--- src/rtl/uart_frame_pkg.sv ---
// Shared types and constants for the UART frame sequencing controller.
package uart_frame_pkg;

    typedef enum logic [2:0] {
        ST_IDLE    = 3'd0,
        ST_LEN     = 3'd1,
        ST_PAYLOAD = 3'd2,
        ST_CHK     = 3'd3,
        ST_HOLD    = 3'd4
    } state_e;

    localparam logic [7:0] SYNC_DEFAULT = 8'hA5;

    // Width needed to hold a payload byte count of 0..nbytes.
    function automatic int len_w(input int nbytes);
        return $clog2(nbytes + 1);
    endfunction

endpackage

--- src/rtl/uart_frame_timeout.sv ---
// Saturating inter-byte tick counter; expire is a one-cycle strobe on the tick
// that would take the count past TICKS-1 with no clearing byte that cycle.
module uart_frame_timeout #(
    parameter int TICKS = 4096
) (
    input  logic clk,
    input  logic reset_n,
    input  logic en,
    input  logic clr,
    input  logic tick,
    output logic expire
);

    localparam int CW = (TICKS > 2) ? $clog2(TICKS) : 1;
    localparam logic [CW-1:0] LAST = CW'(TICKS - 1);

    logic [CW-1:0] cnt_q, cnt_d;

    always_comb begin
        cnt_d  = cnt_q;
        expire = en && !clr && tick && (cnt_q == LAST);
        if (!en || clr) begin
            cnt_d = '0;
        end else if (tick && (cnt_q != LAST)) begin
            cnt_d = cnt_q + CW'(1);
        end
    end

    always_ff @(posedge clk or negedge reset_n) begin
        if (!reset_n) begin
            cnt_q <= '0;
        end else begin
            cnt_q <= cnt_d;
        end
    end

endmodule

--- src/rtl/uart_frame_ctrl.sv ---
// Assembles SYNC/LEN/payload/CHK frames from the UART receiver into operands
// offered to the RSA core on a valid/ready handshake.
module uart_frame_ctrl
    import uart_frame_pkg::*;
#(
    parameter int              DBIT          = 8,
    parameter int              NBYTES        = 4,
    parameter logic [DBIT-1:0] SYNC          = DBIT'(SYNC_DEFAULT),
    parameter int              TIMEOUT_TICKS = 4096
) (
    input  logic                         clk,
    input  logic                         reset_n,
    input  logic                         s_tick,
    input  logic                         rx_done_tick,
    input  logic [DBIT-1:0]              rx_data,
    input  logic                         frame_ready,
    output logic                         frame_valid,
    output logic [NBYTES*DBIT-1:0]       frame_data,
    output logic [len_w(NBYTES)-1:0]     frame_len,
    output logic                         busy,
    output logic                         err_len,
    output logic                         err_chk,
    output logic                         err_timeout,
    output logic                         overrun
);

    localparam int FW = NBYTES * DBIT;
    localparam int LW = len_w(NBYTES);
    localparam logic [DBIT-1:0] NB_D = DBIT'(NBYTES);

    state_e          state_q, state_d;
    logic [FW-1:0]   shift_q, shift_d;
    logic [FW-1:0]   frame_data_q, frame_data_d;
    logic [LW-1:0]   len_q, len_d;
    logic [LW-1:0]   cnt_q, cnt_d;
    logic [LW-1:0]   frame_len_q, frame_len_d;
    logic [DBIT-1:0] chk_q, chk_d;
    logic            frame_valid_q, frame_valid_d;
    logic            err_len_q, err_len_d;
    logic            err_chk_q, err_chk_d;
    logic            err_timeout_q, err_timeout_d;
    logic            overrun_q, overrun_d;
    logic            to_en, to_expire;

    // The counter idles at zero outside LEN/PAYLOAD/CHK, so every state entry starts it fresh.
    assign to_en = (state_q == ST_LEN) || (state_q == ST_PAYLOAD) || (state_q == ST_CHK);

    uart_frame_timeout #(
        .TICKS (TIMEOUT_TICKS)
    ) u_timeout (
        .clk     (clk),
        .reset_n (reset_n),
        .en      (to_en),
        .clr     (rx_done_tick),
        .tick    (s_tick),
        .expire  (to_expire)
    );

    always_comb begin
        state_d       = state_q;
        shift_d       = shift_q;
        len_d         = len_q;
        cnt_d         = cnt_q;
        chk_d         = chk_q;
        frame_data_d  = frame_data_q;
        frame_len_d   = frame_len_q;
        frame_valid_d = frame_valid_q;
        err_len_d     = 1'b0;
        err_chk_d     = 1'b0;
        err_timeout_d = 1'b0;
        overrun_d     = 1'b0;
        case (state_q)
            ST_IDLE: begin
                if (rx_done_tick && (rx_data == SYNC)) state_d = ST_LEN;
            end
            ST_LEN: begin
                if (rx_done_tick) begin
                    if ((rx_data != '0) && (rx_data <= NB_D)) begin
                        len_d   = LW'(rx_data);
                        chk_d   = rx_data;
                        shift_d = '0;
                        cnt_d   = '0;
                        state_d = ST_PAYLOAD;
                    end else begin
                        err_len_d = 1'b1;
                        state_d   = ST_IDLE;
                    end
                end else if (to_expire) begin
                    err_timeout_d = 1'b1;
                    state_d       = ST_IDLE;
                end
            end
            ST_PAYLOAD: begin
                if (rx_done_tick) begin
                    shift_d = (shift_q << DBIT) | FW'(rx_data);
                    chk_d   = chk_q ^ rx_data;
                    cnt_d   = cnt_q + LW'(1);
                    if (cnt_d == len_q) state_d = ST_CHK;
                end else if (to_expire) begin
                    err_timeout_d = 1'b1;
                    state_d       = ST_IDLE;
                end
            end
            ST_CHK: begin
                if (rx_done_tick) begin
                    if (rx_data == chk_q) begin
                        frame_data_d  = shift_q;
                        frame_len_d   = len_q;
                        frame_valid_d = 1'b1;
                        state_d       = ST_HOLD;
                    end else begin
                        err_chk_d = 1'b1;
                        state_d   = ST_IDLE;
                    end
                end else if (to_expire) begin
                    err_timeout_d = 1'b1;
                    state_d       = ST_IDLE;
                end
            end
            ST_HOLD: begin
                // Bytes are dropped here, including one landing in the accept cycle.
                overrun_d = rx_done_tick;
                if (frame_ready) begin
                    frame_valid_d = 1'b0;
                    state_d       = ST_IDLE;
                end
            end
            default: state_d = ST_IDLE;
        endcase
    end

    always_ff @(posedge clk or negedge reset_n) begin
        if (!reset_n) begin
            state_q       <= ST_IDLE;
            shift_q       <= '0;
            len_q         <= '0;
            cnt_q         <= '0;
            chk_q         <= '0;
            frame_data_q  <= '0;
            frame_len_q   <= '0;
            frame_valid_q <= 1'b0;
            err_len_q     <= 1'b0;
            err_chk_q     <= 1'b0;
            err_timeout_q <= 1'b0;
            overrun_q     <= 1'b0;
        end else begin
            state_q       <= state_d;
            shift_q       <= shift_d;
            len_q         <= len_d;
            cnt_q         <= cnt_d;
            chk_q         <= chk_d;
            frame_data_q  <= frame_data_d;
            frame_len_q   <= frame_len_d;
            frame_valid_q <= frame_valid_d;
            err_len_q     <= err_len_d;
            err_chk_q     <= err_chk_d;
            err_timeout_q <= err_timeout_d;
            overrun_q     <= overrun_d;
        end
    end

    assign frame_valid = frame_valid_q;
    assign frame_data  = frame_data_q;
    assign frame_len   = frame_len_q;
    assign busy        = (state_q != ST_IDLE);
    assign err_len     = err_len_q;
    assign err_chk     = err_chk_q;
    assign err_timeout = err_timeout_q;
    assign overrun     = overrun_q;

endmodule
--- config.mk ---
export PLATFORM = sky130hd
export DESIGN_NAME = uart_frame_ctrl
export DESIGN_NICKNAME = d
export VERILOG_FILES = /design/src/rtl/uart_frame_pkg.sv /design/src/rtl/uart_frame_timeout.sv /design/src/rtl/uart_frame_ctrl.sv
export SDC_FILE = /design/constraint.sdc
export NUM_CORES = 1
export LEC_CHECK = 0
export ABC_AREA = 1
export BUFFER_PORTS_ARGS = -buffer_cell sky130_fd_sc_hd__buf_2
export CAP_MARGIN = 25
export CORE_UTILIZATION = 30
export CTS_CLUSTER_SIZE = 40
export DETAILED_ROUTE_END_ITERATION = 10
export PLACE_DENSITY = 0.55
export RECOVER_POWER = 100
export REMOVE_ABC_BUFFERS = 1
export SETUP_SLACK_MARGIN = 0.05
export SYNTH_ARGS = -nofsm -noshare
export SYNTH_HDL_FRONTEND = slang
export SYNTH_SLANG_ARGS = --single-unit
--- constraint.sdc ---
create_clock -name clk -period 2.3 [get_ports clk]
set_input_delay 0.345 -clock clk [delete_from_list [all_inputs] [get_ports clk]]
set_output_delay 0.345 -clock clk [all_outputs]
set_load 0.02 [all_outputs]
==> results_dict.tcl <==
set metrics [dict create \
    cp_num_buf_inv 3 \
    finalMaxSlewViolations 0 \
    cts_root_buffer "clkbuf_16" \
    fp-row-count 45 \
    maxSlewHeadroom_pct 31.3 \
    drt_first_pass_iters 7 \
    p_int_mw 2.94 \
    p_seq_share_pct 47.6 \
    whs_ps 166 \
    postCtsResizedCells 0 \
    drv_cap 0 \
    dp_hpwl_um 7300 \
    final_core_util_pct 35.1 \
    fin_crit_ps 1930 \
    synth.avg_cell_area_um2 8.12 \
    vias 3949 \
    synth_ff_type "dfrtp_1" \
    peakVddDrop_mv 0.395 \
    finalClockSkew_ps 7.19 \
    arrival_ps 2150 \
    fin_cells 814 \
    synth-async-reset-ratio_pct 100 \
    stdcell_area_mm2 0.00533 \
    fp.dieH_um 127 \
    end_kind "flop" \
    ys_seq_elements 101 \
    dieWidth_um 127 \
    dpl_cell_area_mm2 0.00514 \
    crit_fanout 36 \
    place_ws_ps 501 \
    met2_length_um 4920 \
    core_mm2 0.0152 \
    startpoint_type "flop" \
    yosysWarningCount 0 \
    cp_slowest_cell "dfrtp_1" \
    rsz0062_at_grt "false" \
    worst_ep_required_time_ps 2510 \
    numPortBuffers 53 \
    cts_setup_buffers 0 \
    setup_tns_ps 0 \
    cts_made_buffers 9 \
    power_mw 4.30 \
    dp.cells 798 \
    grt_pass1_vias 3692 \
    yosysSeqAreaShare_pct 54.2 \
    fin_crit_sh_pct 84.1 \
    cts_tree "yes" \
    track_usage_pct 14.8 \
    n_antenna_cell 0 \
    setup_violations 0 \
    path_cells "nor2_2, inv_2, nor2_4, buf_4, inv_1, nand2_1, o21ai_0, nand2_1, o21ai_0" \
    r2r_cells 9 \
    fillers 1610 \
    multi_input_area_mm2 0.00184 \
    synth_most_common_cell "nand2_1" \
    synth_top_area_share_pct 54.2 \
    r2r_start "state_q[2]" \
    cp_slowest_stage_delay_ps 440 \
    synth_commonest_cells "195 x nand2_1, 122 x nand3_1, 101 x dfrtp_1" \
    nets 636 \
    cts.sinks 101 \
    syn_area_mm2 0.00466 \
    clkPwrFrac_pct 34.5 \
    grt_overflow 0 \
    net-switching-power_mw 1.36 \
    seqCellArea_mm2 0.00253 \
    leakagePower_nw 2.78 \
    h-tree-depth 3 \
    clk_latency_ps 350 \
    synth_edf_count 0 \
    vias_per_cell 4.85 \
    start_util_pct 30.7 \
    clkTransAtPathRegs_ps 70 \
    crit_family "buffers and inverters" \
    worstMarginPinSlew_ps 1030 \
    wl_per_cell_um 13.7 \
    ioPinCount 54 \
    synthToLayoutAreaGrowth_pct 14.4 \
    r2r_slack_ps 370 \
    holdBufCountCts 0 \
    synth_area_leaders "dfrtp_1 54%, nand2_1 16%, nand3_1 13%, inv_1 2.7%, nor2_1 2.3%" \
    gp_congestion 0.833 \
    fin_ws_ps 366 \
    outcome "finished, final reports clean" \
    synthDistinctLibCells 25 \
    drc 0 \
    r2r_end "chk_q[0]" \
    grt_max_degree 42 \
    drt-total-wl_um 11100 \
    drt_iter0_drc 317 \
    highest_layer "met4" \
    hp-class "input pin to async pin" \
    ant_nets 0 \
    drive_gt1_share_pct 7.19 \
    netlist_instances 574 \
    worstSetupPathType "flop to flop" \
    grt_pass1_wl_um 19000 \
    p_sw_share_pct 31.7 \
    drt-met1-wl_um 5510 \
    die-area_mm2 0.0160 \
    p_per_area_mw_per_mm2 807 \
    timing.fmax_mhz 517 \
    p_comb_share_pct 18.0 \
    antenna_found_initial 0 \
    wl_met3_um 548 \
    yosysTopAreaCell "dfrtp_1" \
    finalHoldViolations 0 \
    cts_buffer_depth 2 \
]
logic make-up (layout without fill, tap and decap cells):
| logic type | Yosys count | after routing | share of synthesized area [%] |
|---|---|---|---|
| fa+ha+maj | 2 | 2 | 0.537 |
| compound gates | 36 | 36 | 3.95 |
| flops | 101 | 101 | 54.2 |
| xor+xnor | 10 | 10 | 1.88 |
| simple gates | 360 | 360 | 33.1 |
| buf+inv | 65 | 117 | 6.28 |
registers in the layout, indices dropped and copies added (netlist names):
register	flops
len_q	3
frame_valid	1
frame_len	3
frame_data	32
err_chk	1
err_timeout	1
state_q	3
shift_q	32
cnt_q	3
overrun	1
u_timeout.cnt_q	12
err_len	1
chk_q	8
worst max-delay path by stage:
| stage | from | endpoint | slack, ps | depth (start not counted) |
|---|---|---|---|---|
| 2_1_floorplan | state_q[1] | chk_q[2] | -190 | 6 |
| 3_3_place_gp | rx_data[6] | shift_q[1] | 510 | 9 |
| 3_5_place_dp | rx_data[2] | frame_data[8] | 500 | 12 |
| 4_1_cts | state_q[2] | chk_q[2] | 510 | 9 |
| 5_1_grt | state_q[2] | chk_q[0] | 180 | 9 |
| 6_report | state_q[2] | chk_q[0] | 370 | 9 |
cells in the final DEF (no fill, tap or decap), types with 5 or more instances in the layout:
cell and n:
buf_2 10, clkbuf_16 9, nor3_1 5, o21ai_0 21
clkbuf_1 43, nand2_1 197, o21ai_1 9, nand3_1 122
inv_1 35, xnor2_1 5, dfrtp_1 101, nor2_1 28
xor2_1 5, buf_4 5
layout make-up:
cell class,instances,share of cell area (%)
sequential,101,47.4
multi-input combinational,408,34.5
timing repair buffer,63,5.73
clock buffer,11,4.55
tap,188,4.41
inverter,38,2.68
clock inverter,5,0.774
worst reg2reg max path, stage by stage (launching register included):
cell and delay (ps):
dfrtp_1 440, nor2_2 160, inv_2 50, nor2_4 90, buf_4 360, inv_1 330, nand2_1 120, o21ai_0 80
nand2_1 70, o21ai_0 100
power groups by stage:
stage | clock network [mW] | logic [mW] | registers [mW]
floorplan | 0 | 0.514 | 2.07
global placement | 0 | 0.777 | 2.07
detailed placement | 0 | 0.800 | 2.08
CTS | 1.52 | 0.803 | 2.05
global route | 1.60 | 0.890 | 2.07
finish | 1.48 | 0.772 | 2.05
per-layer routing:
| layer | GRT usage, % | vias up |
|---|---|---|
| li1 | - | 1954 |
| met1 | 21.5 | 1892 |
| met2 | 21.7 | 94 |
| met3 | 3.46 | 9 |
| met4 | 4.97 | 0 |
| met5 | 0 | - |
Power figures use the tool's default switching activity.
